<file path="src/rtl/snn_pkg.sv">
// snn_pkg: packet encoding, collector FSM states and packet field offsets.
package snn_pkg;
  localparam logic [1:0] PKT_SPIKE = 2'b01;
  localparam logic [1:0] PKT_EOT   = 2'b10;
  localparam logic [1:0] ST_IDLE  = 2'd0;
  localparam logic [1:0] ST_RUN   = 2'd1;
  localparam logic [1:0] ST_FLUSH = 2'd2;
  localparam logic [1:0] ST_EOT   = 2'd3;
  localparam int DEF_POST_WIDTH = 32;
  localparam int DEF_ADDR_BITS  = 16;
  localparam int DEF_I_T        = 8;
  // Packet layout {type, ts, addr/count, value}, value at bit 0.
  localparam int PKT_ADDR_LSB = DEF_POST_WIDTH;
  localparam int PKT_TS_LSB   = PKT_ADDR_LSB + DEF_ADDR_BITS;
  localparam int PKT_TYPE_LSB = PKT_TS_LSB + DEF_I_T;
  function automatic int pkt_width(input int post_width, input int addr_bits, input int i_t);
    return 2 + i_t + addr_bits + post_width;
  endfunction
endpackage

</file>
<file path="src/rtl/spike_fifo.sv">
// spike_fifo: synchronous FIFO; an extra pointer bit separates full from empty.
module spike_fifo #(
  parameter int WIDTH = 8,
  parameter int DEPTH = 16
) (
  input  logic             clk,
  input  logic             rst_n,
  input  logic             push,
  input  logic [WIDTH-1:0] din,
  input  logic             pop,
  output logic [WIDTH-1:0] dout,
  output logic             full,
  output logic             empty
);
  localparam int AW = $clog2(DEPTH);
  logic [WIDTH-1:0] mem [DEPTH];
  logic [AW:0] wr_ptr, rd_ptr;
  logic do_push, do_pop;
  assign empty = wr_ptr == rd_ptr;
  assign full = (wr_ptr ^ rd_ptr) == {1'b1, {AW{1'b0}}};
  assign do_pop = pop && !empty;
  // A push at full is only taken when the same-cycle pop frees a slot.
  assign do_push = push && (!full || do_pop);
  assign dout = mem[rd_ptr[AW-1:0]];
  always_ff @(posedge clk or negedge rst_n) begin
    if (!rst_n) begin
      wr_ptr <= '0;
      rd_ptr <= '0;
    end else begin
      if (do_push) wr_ptr <= wr_ptr + 1'b1;
      if (do_pop) rd_ptr <= rd_ptr + 1'b1;
    end
  end
  always_ff @(posedge clk) begin
    if (do_push) mem[wr_ptr[AW-1:0]] <= din;
  end
endmodule

</file>
<file path="src/rtl/post_spike_collector.sv">
// post_spike_collector: buffers timestamped post-synaptic spikes and forwards them as
// SPIKE packets, closing each timestep with an EOT packet carrying its spike count.
module post_spike_collector
  import snn_pkg::*;
#(
  parameter int POST_WIDTH = DEF_POST_WIDTH,
  parameter int ADDR_BITS  = DEF_ADDR_BITS,
  parameter int I_T        = DEF_I_T,
  parameter int FIFO_DEPTH = 16,
  parameter int DROP_ZERO  = 1
) (
  input  logic                                   clk,
  input  logic                                   rst,
  input  logic                                   enable,
  input  logic [I_T-1:0]                         timestamp,
  input  logic                                   post_req,
  input  logic [POST_WIDTH-1:0]                  post_waddr,
  input  logic signed [POST_WIDTH-1:0]           post_wdata,
  output logic                                   post_grant,
  input  logic                                   finish_sche,
  output logic                                   pkt_valid,
  input  logic                                   pkt_ready,
  output logic [2+I_T+ADDR_BITS+POST_WIDTH-1:0]  pkt_data,
  output logic                                   collect_done
);
  localparam int PW = pkt_width(POST_WIDTH, ADDR_BITS, I_T);
  logic [1:0] state, state_nx;
  logic [ADDR_BITS-1:0] count;
  logic [I_T-1:0] eot_ts;
  logic [PW-1:0] head;
  logic fifo_full, fifo_empty, accept, push, take, pop, eot_load, eot_done;
  logic unused_addr_hi;
  assign unused_addr_hi = &{1'b0, post_waddr[POST_WIDTH-1:ADDR_BITS]};
  assign post_grant = (state == ST_RUN) && !fifo_full;
  assign accept = post_req && post_grant;
  assign push = accept && !((DROP_ZERO != 0) && (post_wdata == '0));
  assign take = !pkt_valid || pkt_ready;
  assign pop = take && !fifo_empty;
  // The EOT slot load waits until every spike of the timestep has left the slot.
  assign eot_load = (state == ST_FLUSH) && fifo_empty && !pkt_valid;
  assign eot_done = (state == ST_EOT) && pkt_valid && pkt_ready;
  assign collect_done = eot_done;
  assign state_nx = (state == ST_IDLE)  ? (enable ? ST_RUN : ST_IDLE) :
                    (state == ST_RUN)   ? (!enable ? ST_IDLE : finish_sche ? ST_FLUSH : ST_RUN) :
                    (state == ST_FLUSH) ? (eot_load ? ST_EOT : ST_FLUSH) :
                    eot_done ? (enable ? ST_RUN : ST_IDLE) : ST_EOT;
  spike_fifo #(
    .WIDTH(PW),
    .DEPTH(FIFO_DEPTH)
  ) u_fifo (
    .clk(clk),
    .rst_n(rst),
    .push(push),
    .din({PKT_SPIKE, timestamp, post_waddr[ADDR_BITS-1:0], post_wdata}),
    .pop(pop),
    .dout(head),
    .full(fifo_full),
    .empty(fifo_empty)
  );
  always_ff @(posedge clk or negedge rst) begin
    if (!rst) begin
      state <= ST_IDLE;
      count <= '0;
      eot_ts <= '0;
      pkt_valid <= 1'b0;
      pkt_data <= '0;
    end else begin
      state <= state_nx;
      if ((state == ST_RUN) && enable && finish_sche) eot_ts <= timestamp;
      count <= eot_done ? '0 : (push && (count != '1)) ? count + 1'b1 : count;
      if (eot_load) begin
        pkt_valid <= 1'b1;
        pkt_data <= {PKT_EOT, eot_ts, count, {POST_WIDTH{1'b0}}};
      end else if (take) begin
        pkt_valid <= !fifo_empty;
        if (!fifo_empty) pkt_data <= head;
      end
    end
  end
endmodule

</file>
<file path="config.mk">
export PLATFORM = sky130hd
export DESIGN_NAME = post_spike_collector
export DESIGN_NICKNAME = d
export VERILOG_FILES = /design/src/rtl/snn_pkg.sv /design/src/rtl/spike_fifo.sv /design/src/rtl/post_spike_collector.sv
export SDC_FILE = /design/constraint.sdc
export NUM_CORES = 1
export LEC_CHECK = 0
export CAP_MARGIN = 20
export CORE_MARGIN = 2
export CORE_UTILIZATION = 30
export CTS_CLUSTER_DIAMETER = 40
export DETAILED_ROUTE_END_ITERATION = 8
export HOLD_SLACK_MARGIN = 0.05
export MAX_ROUTING_LAYER = met4
export PLACE_DENSITY = 0.45
export SLEW_MARGIN = 10
export SYNTH_ARGS = -nofsm -noshare
export SYNTH_HDL_FRONTEND = slang
export SYNTH_SLANG_ARGS = --single-unit
</file>
<file path="constraint.sdc">
create_clock -name clk -period 11 [get_ports clk]
set_clock_uncertainty 0.05 [all_clocks]
set_input_delay 3.3 -clock clk [delete_from_list [all_inputs] [get_ports clk]]
set_output_delay 3.3 -clock clk [all_outputs]
set_load 0.005 [all_outputs]
</file>
==> metrics.yaml <==
status: "finished, final reports clean"
slew-limit-headroom_pct: 26.7
holdBufCountCts: 0
netlist_instances: 1721
p_per_area_nw_per_um2: 264
detail_route.vias_per_cell: 5.02
cts-buffers-inserted: 143
io_pins: 139
rows: 129
ys_warn_count: 0
fp.dieArea_sq_um: 128000
wl_per_cell_um: 26.6
rsz0062_at_grt: "no"
end_kind: "primary output"
startpoint: "pkt_ready"
worstSetupPathType: "input port to primary output"
ctsLongestPathBuffers: 3
syn_nets: 1805
cts-root-buf: "clkbuf_16"
synth_top_family_by_area: "multiplexers"
die_y_um: 358
synth-edff-count: 896
clk_latency_ns: 0.74
fin_ws_ns: 2.19
fill_cells: 11400
muxShareOfSynthArea_pct: 13.8
first_global_vias: 19700
fp.dieW_um: 358
place_hpwl_mm: 53.0
drt-initial-drc-count: 1669
cts.sinks: 991
reg2reg_setup_slack_ns: 6.57
core-area_sq_um: 124000
place_worst_setup_slack_ns: 2.17
grt_pass1_wl_mm: 141
cp_slowest_cell: "nand4_1"
drc: 0
vias: 18500
max_stage_delay_ns: 0.60
drt-pass1-iter-count: 5
grt_max_degree: 147
max_cap_viol_count: 0
synth_cell_types: 51
synth_xor_area_share_pct: 0.373
start_kind: "input port"
fmax_mhz: 114
cp.arrival_ns: 5.46
drv_slew: 0
rr_startpoint: "u_fifo.rd_ptr[0]"
fin_nets: 2013
grt.total_usage_pct: 16.0
syn-cell-area_sq_um: 37600
syn2layout_area_growth_pct: 22.1
synth.avg_cell_area_sq_um: 21.8
grt_overflow: 0
cp_common_cell: "clkdlybuf4s50_1"
yosys.area_share.simple_pct: 2.01
drive_gt1_share_pct: 26.6
synth_compound_area_share_pct: 4.31
initial_utilization_pct: 30.3
ys_ff_latch: 991
cts.htree.levels: 4
max-vdd-ir-drop_mv: 0.230
ys_seq_area_share_pct: 77.9
min_from: "eot_ts[0]"
cts_setup_buffers: 0
totalWireLength_mm: 98.2
final_antenna_net_count: 0
fin_setup_tns_ns: 0
timing.final.crit_share_pct: 80.1
critical_path.max_fanout: 14
tightest_slew_ns: 1.10
power.leakage_nw: 14.6
layout_min_cycle_time_ns: 8.81
port_buffers: 122
cts.reportedPaths.clkPinSlew_ns: 0.05
crit_required_ns: 7.65
antenna_found_initial: 13
min_path_type: "register to register"
finalSetupViolations: 0
hold_viol_final: 0
async_reset_ff_share_pct: 9.59
cts_resized: 0
place.gp.congestion: 0.720
synth-adder-area-share_pct: 0.200
cts_tree: "built"
crit_path_cell_trace: "clkdlybuf4s50_1 > nand4_1 > clkinv_1 > clkdlybuf4s50_1"
ys.flop_type: "edfxtp_1"
-- critical path, delay by kind of cell --
| family | cells | cell delay [ns] |
|---|---|---|
| buf+inv | 3 | 1.55 |
| simple gates | 1 | 0.60 |
-- registers in the layout, indices dropped and copies added, names as in the netlist --
register       cells
eot_ts             8
pkt_valid          1
u_fifo.rd_ptr      5
pkt_data          58
u_fifo.mem       896
state              2
u_fifo.wr_ptr      5
count             16
-- cell usage in the layout, fill, tap and decap left out, types with 5 or more instances in the layout --
master	n
clkinv_2	25
bufinv_16	19
clkdlybuf4s50_1	121
diode_2	6
dfrtp_1	93
clkbuf_8	5
o21ai_0	63
edfxtp_1	896
a32oi_1	24
mux2_2	8
nor4_1	9
clkinvlp_4	16
nand3_1	41
mux4_2	224
nand4_1	13
nor2_4	14
clkinv_1	12
a21oi_1	5
nand2_1	27
a221oi_1	56
buf_12	9
a22o_1	56
clkbuf_1	13
clkinv_4	8
xnor2_1	14
nor2_1	12
mux2i_1	6
buf_4	33
clkbuf_16	143
inv_6	14
nor3_2	5
ha_1	6
-- cell families after synthesis --
group / after synthesis
and+or+nand+nor: 147
AOI/OAI and AO/OA: 214
DFF: 991
muxes: 238
buffers and inverters: 109
xor gates and xnor gates: 16
adders and majority gates: 6
-- final timing paths --
check                                endpoint  cells past startpoint
max reg2reg                u_fifo.mem[12][53]                      7
max in group asynchronous    u_fifo.rd_ptr[0]                      2
min                              pkt_data[48]                      2
min in group asynchronous            state[1]                      1
max                              collect_done                      4
min reg2reg                      pkt_data[48]                      2
-- synthesized netlist by cell type, drive strengths merged, types with 14 or more instances --
| library cell | n | area (sq um) |
|---|---|---|
| a221oi | 56 | 490 |
| a22o | 56 | 490 |
| a32oi | 24 | 210 |
| buf | 53 | 307 |
| clkbuf | 50 | 188 |
| dfrtp | 95 | 2380 |
| edfxtp | 896 | 26900 |
| mux4 | 224 | 5040 |
| nand2 | 28 | 108 |
| nand3 | 41 | 205 |
| nand4 | 14 | 93.8 |
| nor2 | 26 | 105 |
| o21ai | 63 | 315 |
| xnor2 | 14 | 123 |
-- stage by stage --
step                instance area (sq um)  total power, mW  std cells  hold WS (ns)  utilization (%)
floorplan                           37600             6.45       1721         0.405                -
global placement                    40900             7.57       3415         0.424             33.0
detailed placement                  41000             7.61       3420         0.426             33.1
CTS                                 45800             12.2       3680         0.437             37.0
global route                        45900             12.6       3687         0.464             37.0
finish                              45900             12.1       3687         0.437             37.0
-- cell type report --
class	instances	area (sq um)	share of cell area [%]
repair buffers	166	1720	3.75
flip-flops and latches	991	29300	63.9
well taps	1637	2050	4.46
clock buffers	161	3700	8.06
clock inverters	99	1150	2.52
multi-input cells	621	7920	17.3
diodes	6	15.0	0.0327
inverters	6	22.5	0.0491
-- power breakdown --
| part | leakage, nW | internal (mW) | switching [mW] | total [mW] |
|---|---|---|---|---|
| clock | 2.34 | 2.89 | 1.72 | 4.61 |
| combinational | 3.01 | 1.30 | 1.55 | 2.85 |
| sequential | 9.25 | 4.39 | 0.246 | 4.64 |
-- per-layer routing --
metal | vias to the layer above | part of all wire [%] | track usage [%]
li1 | 7813 | - | -
met1 | 10100 | 46 | 21.5
met2 | 474 | 47 | 24.1
met3 | 156 | 5.4 | 3.60
met4 | 0 | 2.2 | 5.17
met5 | - | 0 | -
No activity file was read; power rests on OpenSTA's default activity.
